### config.mk
export PLATFORM = sky130hd
export DESIGN_NAME = move_uart_tx
export DESIGN_NICKNAME = d
export VERILOG_FILES = /design/src/rtl/go_pkg.sv /design/src/rtl/uart_tx_byte.sv /design/src/rtl/move_uart_tx.sv
export SDC_FILE = /design/constraint.sdc
export NUM_CORES = 1
export LEC_CHECK = 0
export ABC_CLOCK_PERIOD_IN_PS = 4000
export CORE_ASPECT_RATIO = 0.7
export CORE_MARGIN = 1
export CORE_UTILIZATION = 65
export DETAILED_ROUTE_END_ITERATION = 7
export DONT_BUFFER_PORTS = 1
export PLACE_DENSITY = 0.81
export SYNTH_ARGS = -nofsm -noshare
export SYNTH_HDL_FRONTEND = slang
export SYNTH_SLANG_ARGS = --single-unit
### constraint.sdc
create_clock -name clk_in -period 4 [get_ports clk_in]
set_input_delay 0.2 -clock clk_in [delete_from_list [all_inputs] [get_ports clk_in]]
set_output_delay 0.2 -clock clk_in [all_outputs]
set_load 0.01 [all_outputs]
### src/rtl/go_pkg.sv
// Shared types and constants for the Go board move link.
package go_pkg;

    localparam logic [7:0] PASS_MOVE         = 8'hFF;
    localparam logic [7:0] SYNC_BYTE_DEFAULT = 8'hA5;

    typedef struct packed {
        logic [3:0] row;
        logic [3:0] col;
    } move_t;

    typedef enum logic [1:0] {
        IDLE,
        START,
        DATA,
        STOP
    } tx_state_e;

    // Third packet byte: lets the receiver reject a corrupted move.
    function automatic logic [7:0] move_check(input logic [7:0] sync, input logic [7:0] mv);
        return sync ^ mv;
    endfunction

endpackage

### src/rtl/uart_tx_byte.sv
// Single-byte 8N1 serialiser with a registered line output; a start request in the last
// stop-bit cycle chains the next byte with no idle gap.
module uart_tx_byte
    import go_pkg::*;
#(
    parameter int unsigned CLKS_PER_BIT = 564
) (
    input  logic       clk_in,
    input  logic       reset,
    input  logic       start,
    input  logic [7:0] data,
    output logic       line,
    output logic       byte_done
);

    localparam int unsigned CntW   = (CLKS_PER_BIT > 1) ? $clog2(CLKS_PER_BIT) : 1;
    localparam logic [CntW-1:0] CntMax = CntW'(CLKS_PER_BIT - 1);

    tx_state_e       state_q;
    logic [CntW-1:0] cnt_q;
    logic [2:0]      bit_idx_q;
    logic [7:0]      shift_q;
    logic            line_q;
    logic            bit_end;

    assign bit_end   = (cnt_q == CntMax);
    assign byte_done = (state_q == STOP) && bit_end;
    assign line      = line_q;

    always_ff @(posedge clk_in or posedge reset) begin
        if (reset) begin
            state_q   <= IDLE;
            cnt_q     <= '0;
            bit_idx_q <= '0;
            shift_q   <= '0;
            line_q    <= 1'b1;
        end else begin
            unique case (state_q)
                IDLE: begin
                    cnt_q <= '0;
                    if (start) begin
                        state_q   <= START;
                        shift_q   <= data;
                        bit_idx_q <= '0;
                        line_q    <= 1'b0;
                    end
                end
                START: begin
                    if (bit_end) begin
                        cnt_q   <= '0;
                        state_q <= DATA;
                        line_q  <= shift_q[0];
                    end else begin
                        cnt_q <= cnt_q + 1'b1;
                    end
                end
                DATA: begin
                    if (bit_end) begin
                        cnt_q <= '0;
                        if (bit_idx_q == 3'd7) begin
                            state_q <= STOP;
                            line_q  <= 1'b1;
                        end else begin
                            bit_idx_q <= bit_idx_q + 3'd1;
                            shift_q   <= {1'b0, shift_q[7:1]};
                            line_q    <= shift_q[1];
                        end
                    end else begin
                        cnt_q <= cnt_q + 1'b1;
                    end
                end
                STOP: begin
                    if (bit_end) begin
                        cnt_q <= '0;
                        if (start) begin
                            state_q   <= START;
                            shift_q   <= data;
                            bit_idx_q <= '0;
                            line_q    <= 1'b0;
                        end else begin
                            state_q <= IDLE;
                        end
                    end else begin
                        cnt_q <= cnt_q + 1'b1;
                    end
                end
                default: begin
                    state_q <= IDLE;
                    cnt_q   <= '0;
                    line_q  <= 1'b1;
                end
            endcase
        end
    end

endmodule

### src/rtl/move_uart_tx.sv
// Sends a locally played move to the opponent board as a 3-byte UART packet:
// SYNC, MOVE, SYNC^MOVE.
module move_uart_tx
    import go_pkg::*;
#(
    parameter int unsigned CLKS_PER_BIT = 564,
    parameter logic [7:0]  SYNC_BYTE    = SYNC_BYTE_DEFAULT
) (
    input  logic       clk_in,
    input  logic       reset,
    input  logic       tx_ready,
    input  logic [7:0] move,
    output logic       tx_out,
    output logic       busy,
    output logic       done,
    output logic       overrun
);

    move_t      mv_q;
    logic [1:0] byte_idx_q;
    logic       busy_q;
    logic       done_q;
    logic       overrun_q;

    logic       accept;
    logic       next_byte;
    logic       byte_start;
    logic       byte_done;
    logic [7:0] byte_data;

    always_comb begin
        accept     = tx_ready && !busy_q;
        next_byte  = busy_q && byte_done && (byte_idx_q < 2'd2);
        byte_start = accept || next_byte;
        // On accept the serialiser takes SYNC directly so the start bit needs no extra cycle.
        byte_data  = SYNC_BYTE;
        if (!accept) begin
            if (byte_idx_q == 2'd0) begin
                byte_data = mv_q;
            end else if (byte_idx_q == 2'd1) begin
                byte_data = move_check(SYNC_BYTE, mv_q);
            end
        end
    end

    uart_tx_byte #(
        .CLKS_PER_BIT(CLKS_PER_BIT)
    ) u_byte (
        .clk_in   (clk_in),
        .reset    (reset),
        .start    (byte_start),
        .data     (byte_data),
        .line     (tx_out),
        .byte_done(byte_done)
    );

    always_ff @(posedge clk_in or posedge reset) begin
        if (reset) begin
            mv_q       <= '0;
            byte_idx_q <= '0;
            busy_q     <= 1'b0;
            done_q     <= 1'b0;
            overrun_q  <= 1'b0;
        end else begin
            done_q <= 1'b0;
            if (tx_ready && busy_q) begin
                overrun_q <= 1'b1;
            end
            if (accept) begin
                mv_q       <= move;
                busy_q     <= 1'b1;
                byte_idx_q <= '0;
            end else if (busy_q && byte_done) begin
                // Index 3 cannot occur; treating it like the last byte returns us to idle.
                if (byte_idx_q >= 2'd2) begin
                    busy_q     <= 1'b0;
                    done_q     <= 1'b1;
                    byte_idx_q <= '0;
                end else begin
                    byte_idx_q <= byte_idx_q + 2'd1;
                end
            end
        end
    end

    assign busy    = busy_q;
    assign done    = done_q;
    assign overrun = overrun_q;

endmodule
# After elaboration in Yosys (flattened, before gate mapping)
# Index checks and enable logic that the tools add are counted.
# word_totals
register_bits	37
inputBits	11
out_inout_bits	4
wordCells	83
# classes
add_sub_neg	3
magnitude_cmp	2
n_eq_ne	12
muxes	37
bitwise	1
n_reduce_logical	17
# op_table
cell	count
8-bit 2-to-1 mux	7
8-bit case mux with 3 select lines	1
10-bit case mux with 2 select lines	1
2-bit 2-to-1 mux	8
1-bit 2-to-1 mux	12
3-bit 2-to-1 mux	4
10-bit by 1-bit adder with 10-bit output (second input constant)	1
10-bit equality test (second input constant)	1
10-bit 2-to-1 mux	1
3-bit case mux with 3 select lines	1
2-bit by 1-bit inequality test with 1-bit output (second input constant)	4
2-bit case mux with 4 select lines	1
1-bit logical AND	5
5-bit AND reduction	1
2-bit by 1-bit equality test with 1-bit output (second input constant)	2
2-bit equality test (second input constant)	2
2-bit zero test	2
2-bit inequality test (second input constant)	2
4-bit NOT	1
1-bit case mux with 4 select lines	1
4-bit AND reduction	1
2-bit nonzero test	2
3-bit by 1-bit adder with 3-bit output (second input constant)	1
3-bit equality test (second input constant)	1
other kinds (9)	9

# Longest topological paths before layout
# Gate-level depths: netlist of the first run.
# depth
word_depth	8
mapped_depth	8
depth_no_buf	7

# By module
# Synthesis of the first run repeated with hierarchy kept, for this count alone.
# unflattened
hier_cells	168
hier_area_um2	2047.0
# by_module_without_submodules
module	n_inst	cells_each	area_each_um2	seq_area_each_um2
uart_tx_byte	1	116	1367.6	601.8
move_uart_tx	1	52	679.4	325.3

# Worst setup path after synthesis of the first run
# Ideal clock, no wire load.
# synth_timing
path_kind	register to register
startpoint	reg u_byte.cnt_q[0]
endpoint	reg u_byte.shift_q[1]
setup_ps	125
t_arrival_ps	1834
t_required_ps	3875
path_slack_ps	2041
stages_incl_launch_ff	9
n_path_buf	2
synth_period_minus_slack_ps	1959
path_cell_list	dfrtp_1 -> ha_1 -> nor4bb_4 -> and3_1 -> buf_6 -> a21o_4 -> o21a_1 -> buf_6 -> mux2_4
# synth_between
elab_chain_cells	8
elab_cells_between_ends	11
cone_classes	eq/ne (3); mux (3); reduce/logical (5)
# synth_lines
element	line	rtl
from (decl)	uart_tx_byte.sv:20	logic [CntW-1:0] cnt_q;
from (signal assigned)	uart_tx_byte.sv:54	cnt_q <= cnt_q + 1'b1;
from (signal assigned)	uart_tx_byte.sv:69	cnt_q <= cnt_q + 1'b1;
from (signal assigned)	uart_tx_byte.sv:84	cnt_q <= cnt_q + 1'b1;
10-bit equality test (*)	uart_tx_byte.sv:26	assign bit_end = (cnt_q == CntMax);
1-bit logical AND	uart_tx_byte.sv:27	assign byte_done = (state_q == STOP) && bit_end;
1-bit logical AND (2 in series)	move_uart_tx.sv:33	next_byte = busy_q && byte_done && (byte_idx_q < 2'd2);
1-bit logical OR	move_uart_tx.sv:34	byte_start = accept || next_byte;
8-bit 2-to-1 mux (2 in series)	n/a	
8-bit case mux with 3 select lines	n/a	
to (signal assigned)	uart_tx_byte.sv:43	shift_q <= data;
to (signal assigned)	uart_tx_byte.sv:65	shift_q <= {1'b0, shift_q[7:1]};
to (signal assigned)	uart_tx_byte.sv:77	shift_q <= data;
to (decl)	uart_tx_byte.sv:22	logic [7:0] shift_q;
# Mark *: on every way between the ends. The rest lies on a longest branch, timed or not. The select of a mux whose other input is x is not followed.
# A chain may end at the register's enable or synchronous reset.

# Worst setup path in the final report of the first run
# layout_timing
startpoint	reg u_byte.state_q[0]
endpoint	reg u_byte.shift_q[4]
# layout_between
elab_chain_cells	8
elab_cells_between_ends	15
cone_classes	eq/ne (5); mux (3); reduce/logical (7)
# layout_lines
element	line	rtl
from (decl)	uart_tx_byte.sv:19	tx_state_e state_q;
from (signal assigned)	uart_tx_byte.sv:32	state_q <= IDLE;
from (signal assigned)	uart_tx_byte.sv:42	state_q <= START;
from (signal assigned)	uart_tx_byte.sv:51	state_q <= DATA;
2-bit equality test	uart_tx_byte.sv:27, uart_tx_byte.sv:38	
1-bit logical AND	uart_tx_byte.sv:27	
1-bit logical AND (2 in series)	move_uart_tx.sv:33	
1-bit logical OR	move_uart_tx.sv:34	
8-bit 2-to-1 mux (2 in series)	n/a	
8-bit case mux with 3 select lines	uart_tx_byte.sv:38	unique case (state_q)
# Several ways; a longest one is shown, not always the timed one. The select of a mux whose other input is x is not followed.

==> results of run 1 <==
routing by layer:
metal / track usage / share of wire
met1: 0.399 / 0.49
met2: 0.382 / 0.41
met4: 0.0809 / 0.011
met3: 0.0631 / 0.094
met5: 0 / 0
worst register-to-register path, delay by kind of cell (launching register included):
family                     cells  cell delay [ns]
buffers and inverters          1             0.11
and+or+nand+nor                1             0.51
AOI/OAI and AO/OA              2             0.48
muxes                          1             0.34
DFF                            1             0.43
adders and majority gates      1             0.39
cell families (layout without fill, tap and decap cells):
group / Yosys count / after routing
and+or+nand+nor: 86 / 86
DFF: 37 / 37
AOI/OAI and AO/OA: 29 / 29
xor gates and xnor gates: 12 / 12
buffers and inverters: 12 / 15
adders and majority gates: 8 / 8
muxes: 7 / 7
area by class of cell:
| type | instances | area, µm² |
|---|---|---|
| Clock buffer | 7 | 86.3 |
| Sequential cell | 37 | 927 |
| Inverter | 5 | 18.8 |
| Fill cell | 157 | 583 |
| Tap cell | 34 | 42.5 |
| Timing Repair Buffer | 2 | 17.5 |
| Multi-Input combinational cell | 142 | 903 |
| Clock inverter | 1 | 30.0 |
what timing repair did:
action | CTS | global route
hold buffers | 1 | 0
setup buffers | 0 | 0
hold endpoints to repair | 36 | 0
state kept, by name, summed over array words and instances (netlist names):
signal and count:
u_byte.bit_idx_q 3, u_byte.state_q 2, u_byte.line 1, done 1
mv_q 8, overrun 1, u_byte.shift_q 8, byte_idx_q 2
busy 1, u_byte.cnt_q 10
worst min path at each step:
stage,startpoint,endpoint,slack [ns],cells after the start
floorplan,move[0],mv_q[0],0.31,2
global placement,reset,overrun,0.21,2
detailed placement,reset,overrun,0.23,2
CTS,move[7],mv_q[7],0.01,2
global route,move[1],mv_q[1],0.02,2
finish,move[2],mv_q[2],0.02,2
stage by stage:
| stage | setup slack [ns] | utilization |
|---|---|---|
| 5_1_grt | 1.50 | 0.776 |
| 3_3_place_gp | 1.83 | 0.728 |
| 4_1_cts | 1.67 | 0.776 |
| 6_report | 1.63 | 0.776 |
| 3_5_place_dp | 1.66 | 0.728 |
| 2_1_floorplan | 2.04 | - |
report_power, final:
group	switching (mW)	internal, mW
clock network	0.126	0.203
logic	0.0100	0.00418
registers	0.00279	0.378
Yosys cell counts (2+ instances only):
| cell type | n | area share |
|---|---|---|
| nor3_1 | 3 | 0.0079 |
| o22ai_1 | 3 | 0.0099 |
| mux2_2 | 2 | 0.012 |
| buf_6 | 2 | 0.012 |
| xor2_1 | 9 | 0.042 |
| a21oi_1 | 3 | 0.0079 |
| inv_1 | 5 | 0.0099 |
| nand4_1 | 2 | 0.0066 |
| xnor2_1 | 3 | 0.014 |
| nand2b_1 | 3 | 0.0099 |
| a2bb2oi_1 | 3 | 0.014 |
| nand2_1 | 42 | 0.083 |
| ha_1 | 8 | 0.053 |
| nor2_1 | 15 | 0.030 |
| and3_1 | 4 | 0.013 |
| dfrtp_1 | 36 | 0.48 |
| a22o_1 | 2 | 0.0093 |
| nand3_1 | 9 | 0.024 |
| o21ai_0 | 9 | 0.024 |
| mux2_4 | 4 | 0.032 |
| clkbuf_1 | 5 | 0.0099 |
| a21boi_0 | 2 | 0.0079 |
placed cells by master, fill, tap and decap left out, types with 2 or more instances in the layout:
master,netlist,routed
nor2_1,15,15
o21ai_0,9,9
a21boi_0,2,2
nand3_1,9,9
ha_1,8,8
a2bb2oi_1,3,3
clkbuf_8,0,6
nand2b_1,3,3
and3_1,4,4
a22o_1,2,2
nand4_1,2,2
mux2_4,4,4
xor2_1,9,9
inv_1,5,5
a21oi_1,3,3
nor3_1,3,3
mux2_2,2,2
dfrtp_1,36,36
xnor2_1,3,3
o22ai_1,3,3
nand2_1,42,42
==> impl_metrics.tcl, run 1 <==
set metrics [dict create \
    outcome "complete, no violations" \
    numCtsBuffers 5 \
    cts_resized 0 \
    gp_congestion 0.878 \
    tightest_slew_ns 0.650 \
    critPathSlowestCell "nor3_1" \
    synthMuxAreaShare 0.0490 \
    synthFlopType "dfrtp_1" \
    antennaDiodeCount 0 \
    chipWidth_um 66.5 \
    worst-path-buf-inv 1 \
    timing.fmax_ghz 0.422 \
    cts_tree "yes" \
    clock_latency_ns 0.29 \
    stdcell_area_um2 2030 \
    final-setup-viol-count 0 \
    synth_edf_count 0 \
    whs_ns 0.0185 \
    synth_fa_ha_area_frac 0.0529 \
    die_h_um 47.1 \
    portBuffers 0 \
    clock_path_buffers 2 \
    required_ns 4.18 \
    num_vias 1388 \
    rsz0062_at_grt "no" \
    cp_data_arrival_time_ns 2.54 \
    vdd_drop_max_mv 0.365 \
    slew_violations 0 \
    synth_compound_area_frac 0.106 \
    start_util 0.725 \
    slew-limit-headroom 0.566 \
    fin_crit_sh 0.592 \
    drv_cap 0 \
    cts-root-buf "clkbuf_8" \
    grtUsageTotal 0.265 \
    end_kind "flop" \
    grt_pass1_wl_mm 5.81 \
    grt-ovfl-total 0 \
    grt_pass1_vias 1221 \
    placed_cells_incl_taps 219 \
    skew_ns 0.00610 \
    antenna_found_initial 0 \
    ys_types 39 \
    ff2ff_path_depth 6 \
    ios 15 \
    ys_warn_count 0 \
    ant_nets 0 \
    drtPass1Iterations 5 \
    path_class "reg2reg" \
    synth_top_family_by_area "simple AND/OR/NAND/NOR gates" \
    finalPower_mw 0.725 \
    wl_per_cell_um 15.9 \
    crit_path_max_fanout 16 \
    p_leak_nw 0.960 \
    syn-cell-area_um2 1890 \
    timing.rr.start "u_byte.state_q[0]" \
    row_count 15 \
    fin_setup_tns_ns 0 \
    core_area_um2 2610 \
    r2r_slack_ns 1.63 \
    hold_violations 0 \
    dpl_cell_area_um2 1900 \
    cp_num_cells 6 \
    dp_hpwl_mm 2.59 \
    synth_area_per_cell_um2 9.90 \
    viasPerCell 6.09 \
    cp_top_family "simple AND/OR/NAND/NOR gates" \
    crit_path_end "u_byte.shift_q[4]" \
    die_area_um2 3130 \
    ctsHtreeMaxLevel 2 \
    path_clk_slew_ns 0.07 \
    p_per_area_nw_per_um2 358 \
    critPathMaxStageDelay_ns 0.51 \
    synthXorXnorAreaFrac 0.0556 \
    syn_inst 191 \
    drc 0 \
    r2r-end "u_byte.shift_q[4]" \
    fin_cells 228 \
    synth_simple_gate_area_share 0.214 \
    min_period_ns 2.37 \
    synthToLayoutAreaGrowth_pct 7.15 \
    synthesis.nets 210 \
    first_iter_violations 195 \
    synth_seq_cells 37 \
    clock_sinks 37 \
    crit_start "u_byte.state_q[0]" \
    seq_area_frac_synth 0.490 \
    totalWireLength_mm 3.61 \
    startpoint_type "flop" \
    crit_chain "inv_1 > ha_1 > nor3_1 > a21o_4 > o21a_1 > mux2_4" \
    layout-drive-gt1-share 0.103 \
    grt_max_degree 38 \
    hold_class "in2reg" \
    synthArstFlopShare 1.00 \
    layout.nets 212 \
]
Note: power is estimated with default switching activity, not from simulation.
==> run 2: changes to the inputs <==
--- a/config.mk
+++ b/config.mk
@@ -5,13 +5,13 @@
 export SDC_FILE = /design/constraint.sdc
 export NUM_CORES = 1
 export LEC_CHECK = 0
-export ABC_CLOCK_PERIOD_IN_PS = 4000
+export ABC_CLOCK_PERIOD_IN_PS = 1910
 export CORE_ASPECT_RATIO = 0.7
 export CORE_MARGIN = 1
-export CORE_UTILIZATION = 65
+export CORE_UTILIZATION = 56
 export DETAILED_ROUTE_END_ITERATION = 7
 export DONT_BUFFER_PORTS = 1
-export PLACE_DENSITY = 0.81
+export PLACE_DENSITY = 0.74
 export SYNTH_ARGS = -nofsm -noshare
 export SYNTH_HDL_FRONTEND = slang
 export SYNTH_SLANG_ARGS = --single-unit
==> constraint.sdc (replaced) <==
create_clock -name clk_in -period 1.91 [get_ports clk_in]
set_input_delay 0.0955 -clock clk_in [delete_from_list [all_inputs] [get_ports clk_in]]
set_output_delay 0.0955 -clock clk_in [all_outputs]
set_load 0.01 [all_outputs]
==> run 2 against run 1 <==
Net effect: the run now ends with setup timing left; flip-flop and latch count unchanged; utilization is 5.2 points lower; total power up 96%; clock skew increased by 0.0022 ns; critical path depth rose by 1; via count up 5.3%; clock power grew 76%; critical endpoint is now u_byte.state_q[1].
==> impl_metrics.tcl, run 2 (synthesized netlist as in run 1, its figures left out) <==
set metrics [dict create \
    outcome "complete, but fails checks" \
    violations "setup timing" \
    layout.nets 242 \
    timing.fmax_ghz 0.523 \
    p_per_area_nw_per_um2 615 \
    wl_per_cell_um 16.1 \
    cp_data_arrival_time_ns 2.09 \
    grt_pass1_vias 1449 \
    switching_share 0.223 \
    row_count 17 \
    postLayoutCoreUtil 0.725 \
    path_class "reg2reg" \
    cp_top_family "flip-flops" \
    seq_power_share 0.561 \
    p_leak_nw 1.10 \
    slew_violations 0 \
    end_kind "flop" \
    dp_hpwl_mm 2.79 \
    start_util 0.593 \
    p_clk_frac 0.407 \
    drc 0 \
    share_comb_of_total_power 0.032 \
    mostFrequentLayoutCell "nand2_1" \
    gp_congestion 0.848 \
    dpl_cell_area_um2 2050 \
    stdcell_area_um2 2310 \
    p_int_mw 1.10 \
    min_to "busy" \
    crit_path_max_fanout 4 \
    cts-root-buf "clkbuf_8" \
    ff2ff_path_depth 7 \
    drtPass1Iterations 5 \
    path_clk_slew_ns 0.08 \
    reg.largest.list "u_byte.cnt_q: 10 flops, mv_q: 8 flops, u_byte.shift_q: 8 flops" \
    ios 15 \
    totalWireLength_mm 4.21 \
    cts_tree "yes" \
    r2r-end "u_byte.state_q[1]" \
    antennaDiodeCount 0 \
    hold_violations 0 \
    min_period_ns 1.91 \
    grt-ovfl-total 0 \
    fin_crit_sh 1.00 \
    drv_cap 0 \
    hold_class "in2reg" \
    viasPerCell 5.58 \
    crit_start "u_byte.state_q[1]" \
    regMostFlops "u_byte.cnt_q" \
    vdd_drop_max_mv 0.540 \
    ctsHtreeMaxLevel 2 \
    startpoint_type "flop" \
    numCtsBuffers 5 \
    final-setup-viol-count 1 \
    largest_reg_flops 10 \
    p_switching_mw 0.317 \
    first_iter_violations 123 \
    critPathSlowestCell "dfrtp_1" \
    pre_cts_ws_ns -0.0698 \
    skew_ns 0.00832 \
    layout_common_cells "42 x nand2_1, 35 x dfrtp_1, 20 x buf_4" \
    die_area_um2 3620 \
    crit_chain "inv_1 > ha_1 > nor3_2 > buf_4 > a21oi_4 > a31oi_1 > mux2_2" \
    clock_sinks 37 \
    required_ns 2.09 \
    worst-path-buf-inv 2 \
    grt_max_degree 38 \
    portBuffers 0 \
    core_area_um2 3190 \
    hp-start "tx_ready" \
    grt_pass1_wl_mm 6.86 \
    chipWidth_um 71.4 \
    grtUsageTotal 0.261 \
    critPathMaxStageDelay_ns 0.42 \
    rsz0062_at_grt "yes" \
    synthToLayoutAreaGrowth_pct 22.3 \
    layout-drive-gt1-share 0.223 \
    fin_ws_ns -0.000320 \
    clock_latency_ns 0.29 \
    die_h_um 50.6 \
    fill_cells 212 \
    slew-limit-headroom 0.688 \
    ant_nets 0 \
    num_vias 1461 \
    antenna_found_initial 0 \
    min_delay_path_depth 3 \
    clock_path_buffers 2 \
    r2r_slack_ns -0.0003 \
    tightest_slew_ns 0.469 \
    timing.rr.start "u_byte.state_q[1]" \
]
## run 2: changes by cell type in the layout (fill, tap and decap cells not counted), sizes merged
cell	before	now
dlygate4sd3	1	10
buf	1	22
clkbuf	7	6
bufinv	1	0
clkinv	0	2
## run 2: metrics by stage
| stage | total power [mW] | instances | hold slack (ns) | setup TNS (ns) |
|---|---|---|---|---|
| global placement | 0.840 | 241 | 0.113 | 0 |
| floorplan | 0.832 | 191 | 0.201 | 0 |
| detailed placement | 0.842 | 241 | 0.122 | -0.367 |
| finish | 1.42 | 262 | 0.158 | -0.000320 |
| global route | 1.47 | 262 | 0.181 | -0.196 |
| CTS | 1.43 | 259 | 0.158 | 0 |
## run 2: tightest hold or removal path, cell delays in order
cell      delay, ns
nand2b_1       0.06
buf_4          0.19
nand2_1        0.06
## run 2: worst max-delay path by stage
stage	end	slack, ns	cells after the start
floorplan	u_byte.shift_q[1]	0.02	7
CTS	u_byte.state_q[1]	0.002	7
detailed placement	u_byte.shift_q[6]	-0.07	6
global route	u_byte.state_q[1]	-0.07	7
finish	u_byte.state_q[1]	-0.0003	7
global placement	u_byte.shift_q[4]	0.06	6
## run 2: layout make-up
type	instances	area (µm²)	share of cell area
Clock inverter	2	13.8	0.00595
Clock buffer	6	82.6	0.0357
Multi-Input combinational cell	142	948	0.410
Inverter	5	18.8	0.00812
Timing Repair Buffer	32	273	0.118
Tap cell	38	47.5	0.0206
Sequential cell	37	928	0.402
## run 2: repair_timing
action / CTS / global route
setup buffers: 0 / 3
resized for setup: 2 / 9
hold buffers: 10 / 0
endpoints found under the hold margin: 45 / 0
pin swaps: 0 / 2
endpoints found under the setup margin: 7 / 14
## run 2: power by group through the flow
stage                     Clock, mW  Sequential, mW  Combinational, mW
after global placement            0           0.812             0.0280
after detailed placement          0           0.813             0.0297
after global routing          0.622           0.798             0.0524
after CTS                     0.588           0.797             0.0458
final                         0.579           0.798             0.0458
after floorplan                   0           0.811             0.0213
## run 2: metal layers
layer	GRT usage	vias to the layer above	part of all wire
li1	-	708	-
met1	0.366	706	0.47
met2	0.386	43	0.46
met3	0.0763	4	0.064
met4	0.0933	0	0.0090
met5	0	-	0
==> run 3: changes to the inputs <==
--- a/config.mk
+++ b/config.mk
@@ -14,4 +14,5 @@
 export PLACE_DENSITY = 0.74
 export SYNTH_ARGS = -nofsm -noshare
 export SYNTH_HDL_FRONTEND = slang
+export SYNTH_HIERARCHICAL = 1
 export SYNTH_SLANG_ARGS = --single-unit
==> run 3 against run 2 <==
Net effect: the flow still finishes with violations (setup timing); synthesized area increased by 8.3%; via count fell by 3.2%; total power up 120%; setup slack worse by 0.34 ns; die area increased by 8.0%; non-clock buffer count increased by 11; synthesized cell count shrank 12%; global-route usage fell by 1.9 points; combinational power rose to 32 times the previous value; cell area up 11%; critical endpoint is now u_byte/shift_q[2]; largest cell class unchanged.
==> impl_metrics.tcl, run 3 <==
set metrics [dict create \
    num_vias 1414 \
    final-setup-viol-count 15 \
    largest_reg_flops 10 \
    synth_seq_cells 37 \
    drc 0 \
    hold_class "in2reg" \
    syn_inst 168 \
    vdd_drop_max_mv 0.797 \
    viasPerCell 5.48 \
    synth.most_common_cell "dfrtp_1" \
    r2r-end "u_byte/shift_q[2]" \
    end_kind "flop" \
    antennaDiodeCount 0 \
    ctsHtreeMaxLevel 2 \
    totalWireLength_mm 4.23 \
    seq_area_frac_synth 0.453 \
    ant_nets 0 \
    grt_pass1_vias 1443 \
    violations "setup timing" \
    numCtsBuffers 5 \
    yosys.area.top_type_share 0.440 \
    synth_edf_count 0 \
    synthToLayoutAreaGrowth_pct 25.1 \
    netlist_top_cells_count "36 x dfrtp_1, 15 x nor2_1, 14 x mux2_4, 11 x inv_1, 11 x mux2_2" \
    cp_data_arrival_time_ns 2.42 \
    ys_warn_count 6 \
    p_leak_nw 1.22 \
    required_ns 2.08 \
    ys_types 45 \
    postLayoutCoreUtil 0.772 \
    syn-cell-area_um2 2050 \
    p_per_area_nw_per_um2 1220 \
    grtUsageTotal 0.242 \
    first_iter_violations 92 \
    die_h_um 52.6 \
    chipWidth_um 74.3 \
    antenna_found_initial 0 \
    ios 15 \
    start_util 0.617 \
    mostFrequentLayoutCell "dfrtp_1" \
    min_delay_path_depth 2 \
    slew-limit-headroom 0.642 \
    synth.area.top_cells "dfrtp_1 44%, mux2_4 10%, mux2_2 6.1%" \
    fin_crit_sh 1.18 \
    min_period_ns 2.25 \
    layout_common_cells "36 x dfrtp_1, 28 x buf_4, 16 x mux2_4" \
    hold_violations 0 \
    grt_max_degree 25 \
    dp_hpwl_mm 2.68 \
    cts_tree "yes" \
    tightest_slew_ns 0.537 \
    outcome "complete, but fails checks" \
    min_to "byte_idx_q[1]" \
    crit_path_max_fanout 5 \
    finalPower_mw 3.13 \
    gp_congestion 0.742 \
    grt-ovfl-total 0 \
    portBuffers 0 \
    fin_setup_tns_ns -4.25 \
    synth_area_per_cell_um2 12.2 \
    hp-start "tx_ready" \
    drtPass1Iterations 4 \
    clock_path_buffers 2 \
    regMostFlops "u_byte/cnt_q" \
    synthesis.nets 187 \
    synthFlopType "dfrtp_1" \
    row_count 17 \
    layout.nets 229 \
    layout-drive-gt1-share 0.408 \
    timing.fmax_ghz 0.444 \
    ff2ff_path_depth 9 \
    grt_pass1_wl_mm 6.64 \
    r2r_slack_ns -0.34 \
    fill_cells 202 \
    synthArstFlopShare 1.00 \
    drv_cap 0 \
    skew_ns 0.00546 \
    wl_per_cell_um 16.4 \
    path_clk_slew_ns 0.07 \
    crit_start "u_byte/cnt_q[7]" \
    core_area_um2 3320 \
    rsz0062_at_grt "yes" \
    fin_ws_ns -0.345 \
    timing.rr.start "u_byte/cnt_q[7]" \
    startpoint_type "flop" \
    reg.largest.list "u_byte/cnt_q: 10 flops, mv_q: 8 flops, u_byte/shift_q: 8 flops" \
    yosysTopAreaCell "dfrtp_1" \
    path_class "reg2reg" \
    clock_latency_ns 0.29 \
    cts-root-buf "clkbuf_8" \
    slew_violations 0 \
    die_area_um2 3900 \
    clock_sinks 37 \
]
## run 3: cell types whose count changed after synthesis, sizes merged, moves of 5 or more
| cell | previous run | this run |
|---|---|---|
| o21ai | 9 | 2 |
| or3 | 0 | 5 |
| inv | 5 | 11 |
| nand2 | 42 | 5 |
| mux2 | 6 | 26 |
| nand3 | 9 | 3 |
## run 3: area by class of cell
type	instances	area, µm²	share of cell area
well taps	47	58.8	0.0230
clock inverters	2	10.0	0.00391
multi-input cells	112	1080	0.424
inverters	11	41.3	0.0161
clock buffers	6	72.6	0.0283
repair buffers	43	367	0.143
flip-flops and latches	37	927	0.362
## run 3: per-layer routing
layer	global-route usage	vias up	share of wire
met3	0.0635	12	0.037
met2	0.373	38	0.47
met1	0.320	699	0.46
met5	0	-	0
met4	0.113	0	0.026
li1	-	665	-
## run 3: through the flow
step                      instances  setup slack (ns)  hold WS, ns  area, µm²
after floorplan                 168            -0.410      -0.0275       2060
after global placement          228            -0.334       0.0176       2200
after detailed placement        228            -0.419       0.0558       2200
after CTS                       256            -0.292       0.0264       2520
after global routing            258            -0.378       0.0336       2560
final                           258            -0.345       0.0332       2560
## run 3: kinds of logic (layout without fill, tap and decap cells)
family                   Yosys count  count (layout)  share of synthesized area
AO/OA/AOI/OAI                     13              14                     0.0544
XOR/XNOR                          12              12                     0.0513
adder cells (fa/ha/maj)            8               8                     0.0489
buffers and inverters             20              62                     0.0611
flip-flops                        37              37                      0.453
multiplexers                      29              29                      0.183
AND/OR/NAND/NOR                   49              49                      0.148
## run 3: power breakdown
part | internal (mW) | total, mW | leakage (nW) | switching (mW)
clock | 0.253 | 0.525 | 0.0450 | 0.272
combinational | 0.817 | 1.48 | 0.716 | 0.666
sequential | 0.986 | 1.13 | 0.463 | 0.139
total | 2.06 | 3.13 | 1.22 | 1.08
## run 3: what timing repair did
item	4_1_cts	5_1_grt
hold buffers	10	0
resized for setup	14	5
gates cloned	1	0
setup buffers	9	5
pin swaps	6	2
hold endpoints to repair	46	0
endpoints found under the setup margin	14	15
## run 3: worst max path at each step
stage	endpoint	slack [ns]	cells after the start
2_1_floorplan	u_byte/bit_idx_q[0]	-0.41	10
3_3_place_gp	u_byte/shift_q[0]	-0.33	9
3_5_place_dp	u_byte/state_q[1]	-0.42	9
4_1_cts	u_byte/shift_q[2]	-0.29	9
5_1_grt	u_byte/shift_q[5]	-0.38	9
6_report	u_byte/shift_q[2]	-0.34	9
## run 3: worst max-delay path, cell delays in order (launching register included)
cell,delay (ns)
dfrtp_1,0.40
or3_4,0.40
nor3_4,0.14
and2_4,0.17
nand3b_1,0.12
o21ai_2,0.11
inv_2,0.07
o21ai_4,0.17
o211a_4,0.25
mux2_4,0.31
